$ cat src/rtl/if_fetch_stage.sv
// if_fetch_stage: PC register, imem req/ack fetch FSM and IF/ID register with stall/redirect handling.
// Optional misaligned-fetch flag fetch_adel is enabled by defining FETCH_ALIGN_CHECK_EN.
module if_fetch_stage #(
  parameter logic [31:0] RESET_PC  = 32'h0000_3000,
  parameter logic [31:0] NOP_INSTR = 32'h0000_0000
) (
  input  logic        clk,
  input  logic        rst_n,
  input  logic [31:0] pc_src,
  input  logic        redirect,
  input  logic        stall,
  output logic        imem_req,
  output logic [31:0] imem_addr,
  input  logic        imem_ack,
  input  logic [31:0] imem_rdata,
  output logic [31:0] pc,
  output logic [31:0] ifid_pc,
  output logic [31:0] ifid_instr,
  output logic        ifid_valid
`ifdef FETCH_ALIGN_CHECK_EN
  ,
  output logic        fetch_adel
`endif
);
  localparam logic [1:0] BOOT = 2'd0, REQ = 2'd1, DROP = 2'd2, HOLD = 2'd3;
  logic [1:0] state;
  logic [31:0] hold_instr, drop_addr, pc_load;
  logic adel, ack, redir, accept, clr, pc_we;
`ifdef FETCH_ALIGN_CHECK_EN
  assign pc_load = pc_src;
  assign adel = fetch_adel;
  always_ff @(posedge clk)
    if (!rst_n) fetch_adel <= 1'b0;
    else if (pc_we) fetch_adel <= |pc_src[1:0];
`else
  assign pc_load = pc_src & 32'hFFFF_FFFC;
  assign adel = 1'b0;
`endif
  assign imem_req = state == DROP || (state == REQ && !adel);
  assign imem_addr = state == DROP ? drop_addr : pc;
  assign ack = imem_ack && imem_req;
  assign redir = redirect && state != BOOT;
  assign accept = !redirect && !stall && ((state == REQ && ack) || state == HOLD);
  assign clr = redir || (state == REQ && !ack && !stall);
  assign pc_we = redir || accept;
  always_ff @(posedge clk) begin
    if (!rst_n) begin
      state      <= BOOT;
      pc         <= RESET_PC;
      ifid_pc    <= 32'h0;
      ifid_instr <= NOP_INSTR;
      ifid_valid <= 1'b0;
      hold_instr <= NOP_INSTR;
      drop_addr  <= 32'h0;
    end else begin
      if (pc_we) pc <= pc_load;
      if (accept) begin
        ifid_pc    <= pc;
        ifid_instr <= state == HOLD ? hold_instr : imem_rdata;
        ifid_valid <= 1'b1;
      end else if (clr) begin
        ifid_instr <= NOP_INSTR;
        ifid_valid <= 1'b0;
      end
      case (state)
        BOOT: state <= REQ;
        REQ:
          if (redirect) begin
            // the outstanding address must stay on the bus until memory answers
            if (imem_req && !ack) begin
              drop_addr <= pc;
              state     <= DROP;
            end
          end else if (ack && stall) begin
            hold_instr <= imem_rdata;
            state      <= HOLD;
          end
        HOLD: if (redirect || !stall) state <= REQ;
        default: if (ack) state <= REQ;
      endcase
    end
  end
endmodule

$ cat config.mk
export PLATFORM = sky130hd
export DESIGN_NAME = if_fetch_stage
export DESIGN_NICKNAME = d
export VERILOG_FILES = /design/src/rtl/if_fetch_stage.sv
export SDC_FILE = /design/constraint.sdc
export NUM_CORES = 1
export LEC_CHECK = 0
export CELL_PAD_IN_SITES_DETAIL_PLACEMENT = 0
export CELL_PAD_IN_SITES_GLOBAL_PLACEMENT = 1
export CORE_ASPECT_RATIO = 1.25
export CORE_UTILIZATION = 32
export CTS_CLUSTER_DIAMETER = 200
export DETAILED_ROUTE_END_ITERATION = 7
export HOLD_SLACK_MARGIN = 0.15
export PLACE_DENSITY = 0.76
export SYNTH_ARGS = -nofsm -noshare
export SYNTH_HDL_FRONTEND = slang
export SYNTH_SLANG_ARGS = --single-unit
$ cat constraint.sdc
create_clock -name clk -period 1.6 [get_ports clk]
set_clock_uncertainty 0.05 [all_clocks]
set_input_delay 0.24 -clock clk [delete_from_list [all_inputs] [get_ports clk]]
set_output_delay 0.24 -clock clk [all_outputs]
set_load 0.05 [all_outputs]
==> key figures <==
Cells and area
  – Synth-to-layout area growth: 75.2%
  – Post-Route Utilization: between 50% and 60%
  – Fin nets: around 1100
  – Antenna cells: 0
  – Cell area after layout: between 0.01 and 0.015 sq mm
  – Layout cells sized above 1: 44.9%
  – Final Non-Filler Cells: 1298

Logic synthesis
  – Ys async rst share: 0%
  – Multiplexer share of the synthesized area: a little over an eighth
  – Most frequent cells after synthesis: dfxtp_1 (157), nand2_1 (119), nand3_1 (96), a21boi_1 (93)
  – Area share of the largest cell type after synthesis: between 40% and 50%
  – Synth area leader: dfxtp_1
  – Main combinational cell family by area after synthesis: compound AO/OA/AOI/OAI gates
  – Synth Instances: a little under 800
  – Ys Warns: 0
  – Sequential fraction of the synthesis area: 45.2%
  – Average size of a mapped cell: around 9.0 sq um
  – Post-synth top flop: dfxtp_1
  – Cell with the most instances after synthesis: dfxtp_1
  – Synth Cell Area: 0.00695 sq mm
  – Synth Area in Adders: less than 1%
  – Simple-gate portion of the synthesized area: around 15%
  – Top cells by area, synth: dfxtp_1 (45%), a21boi_1 (10%), mux2i_1 (8.8%), nand3_1 (6.9%), nand2_1 (6.4%)
  – Library cells used by synthesis: 35
  – Synth Area in XOR/XNOR: 0%
  – Compound-gate portion of the synthesized area: around 19%
  – Post-synthesis register bit count: about 160
  – EDFF count, synth: 0

Global route
  – Vias in the first global route: approximately 6500
  – GRT Total Usage: roughly 21%
  – First-pass GRT wire length: 37000 um
  – GRT overflow: 0
  – Initial antenna violation count: 0
  – Largest net degree at the start of global routing: 94

Drt
  – Initial drt markers: approximately 270
  – WL per Instance: a little under 20 um
  – Final WL: 25300 um
  – TritonRoute pass-1 iters: 4
  – # DRC: 0
  – Antenna-violating nets left: 0
  – DR vias/cell: 5.16
  – DR vias: ~6700

Critical path
  – WS Path Type: reg2out
  – Most Frequent Cell on Critical Path: buf_12
  – CP startpoint kind: flop
  – WP buf/inv: 4
  – Arrival @ worst endpoint: roughly 1700 ps
  – Crit-path slowest cell: dfxtp_2
  – CP peak stage delay: between 300 and 400 ps
  – Logic depth of the worst path, buffers included: 6
  – R2R cell count: 10
  – Required time worst endpoint: around 1300 ps
  – CP Capture Type: output pin
  – Crit-path cells: inv_2, ha_4, buf_12, buf_12, mux2_4, buf_8
  – Max FO, Critical Path: 8
  – Reg2reg setup slack: -270 ps
  – Top delay family on crit path: buffers and inverters

Timing
  – F_max: approximately 500 MHz
  – Slew Viols, Final: 0
  – WHS: ~330 ps
  – Final worst-path cycle share: 125%
  – Final Critical Period: 2000 ps
  – Hold Fails Final Rpt: 0
  – Setup_tns: -31950 ps
  – Setup ws final: -403 ps
  – RSZ-0062 raised after global routing: yes
  – Setup-failing EPs final: around 190

Hold path
  – Hold Path Cell Cnt: 3
  – Worst min path class: in2reg

Floorplan
  – Core area: ~0.021 sq mm
  – Initial Util: 33.1%
  – I/O pin cnt: ~200
  – # rows: 59
  – Die width: approximately 130 um
  – Die H: ~170 um
  – Die Area: between 0.02 and 0.025 sq mm

Power
  – VDD IR max: 0.836 mV
  – Leak: between 4 and 5 nW
  – Pwr/cell area: around 1400 mW/mm^2
  – Final Power: 16.5 mW

Clock tree
  – CTS root buffer: clkbuf_16
  – Total CTS buffers: 17
  – Worst skew pair latency: approximately 400 ps
  – CTS H-tree depth: 4
  – Clock slew at reported path FFs: around 60 ps
  – CTS sink cnt: around 160
  – TritonCTS clock tree: built
  – Clk buf depth: 2

Place
  – Post-DP HPWL: approximately 14000 um
  – Placed standard-cell area: 0.00931 sq mm
  – PortBufs: 190
  – Placed cells: about 1200
  – Placer congestion estimate: a little over 0.7
  – Dpl ws: -206 ps

Flow run
  – Max-Cap Viols: 0

Status
  – Outcome: finished with violations
  – Violated checks: negative setup slack
==> cells by family (layout without fill, tap and decap cells) <==
group,count (synthesis),in the layout
compound gates,203,203
fa+ha+maj,4,4
buf+inv,88,334
flops,157,157
mux,91,91
other cells,1,6
simple gates,229,229
==> final timing paths <==
check / from / to
hold / removal: pc_src[10] / pc[10]
hold reg to reg: drop_addr[2] / drop_addr[2]
setup reg to reg: state[1] / hold_instr[28]
setup / recovery: state[0] / imem_addr[28]
==> worst reg2reg max path, delay by kind of cell, from the launching register on <==
family / cells / cell delay (ps)
AO/OA/AOI/OAI: 1 / 160
adder cells (fa/ha/maj): 1 / 300
buffers and inverters: 6 / 620
flip-flops: 1 / 370
AND/OR/NAND/NOR: 2 / 290
==> power by group <==
part | switching, mW | internal [mW] | leakage [nW] | total (mW)
Sequential | 0.336 | 4.19 | 1.27 | 4.53
Combinational | 4.17 | 3.82 | 3.19 | 7.99
Clock | 1.60 | 2.35 | 0.272 | 3.95
==> cells in the final DEF, fill, tap and decap left out, types with 30 or more instances in the layout <==
master           Yosys  final
o21ai_1             61     31
dfxtp_1            157    155
buf_8                0     40
nand3_1             96     59
a21boi_1            93     81
buf_4               10    106
mux2i_1             61     57
nand2_1            119     80
mux2_4               0     30
nand3_2              1     36
nand2_2              0     31
clkdlybuf4s50_1      0     65
o21ai_2              0     31
buf_12               0     39
==> registers in the layout, indices dropped and copies added (netlist names) <==
register    cells
hold_instr     32
ifid_instr     32
drop_addr      30
ifid_pc        30
pc             30
state           2
ifid_valid      1
==> per-layer routing <==
layer	GRT usage (%)	share of wire (%)	up-vias
met5	0	0	-
met4	8.10	2.9	0
met3	5.05	4.5	48
met2	37.4	53	205
met1	25.1	40	3253
li1	-	-	3197
==> timing repair <==
| item | 4_1_cts | 5_1_grt |
|---|---|---|
| pin swaps | 55 | 93 |
| setup endpoints to repair | 130 | 188 |
| hold endpoints to repair | 5 | 0 |
| hold buffers | 1 | 0 |
| resized for setup | 181 | 173 |
| cloned | 22 | 11 |
| buffers inserted | 21 | 13 |
==> area by class of cell <==
| cell class | instances | area [sq um] |
|---|---|---|
| fill | 1779 | 8850 |
| multi-input combinational | 533 | 4370 |
| timing repair buffer | 299 | 3740 |
| sequential | 157 | 3150 |
| clock buffer | 22 | 464 |
| tap | 274 | 343 |
| clock inverter | 7 | 91.3 |
| inverter | 6 | 25.0 |
Power figures use the tool's default switching activity.
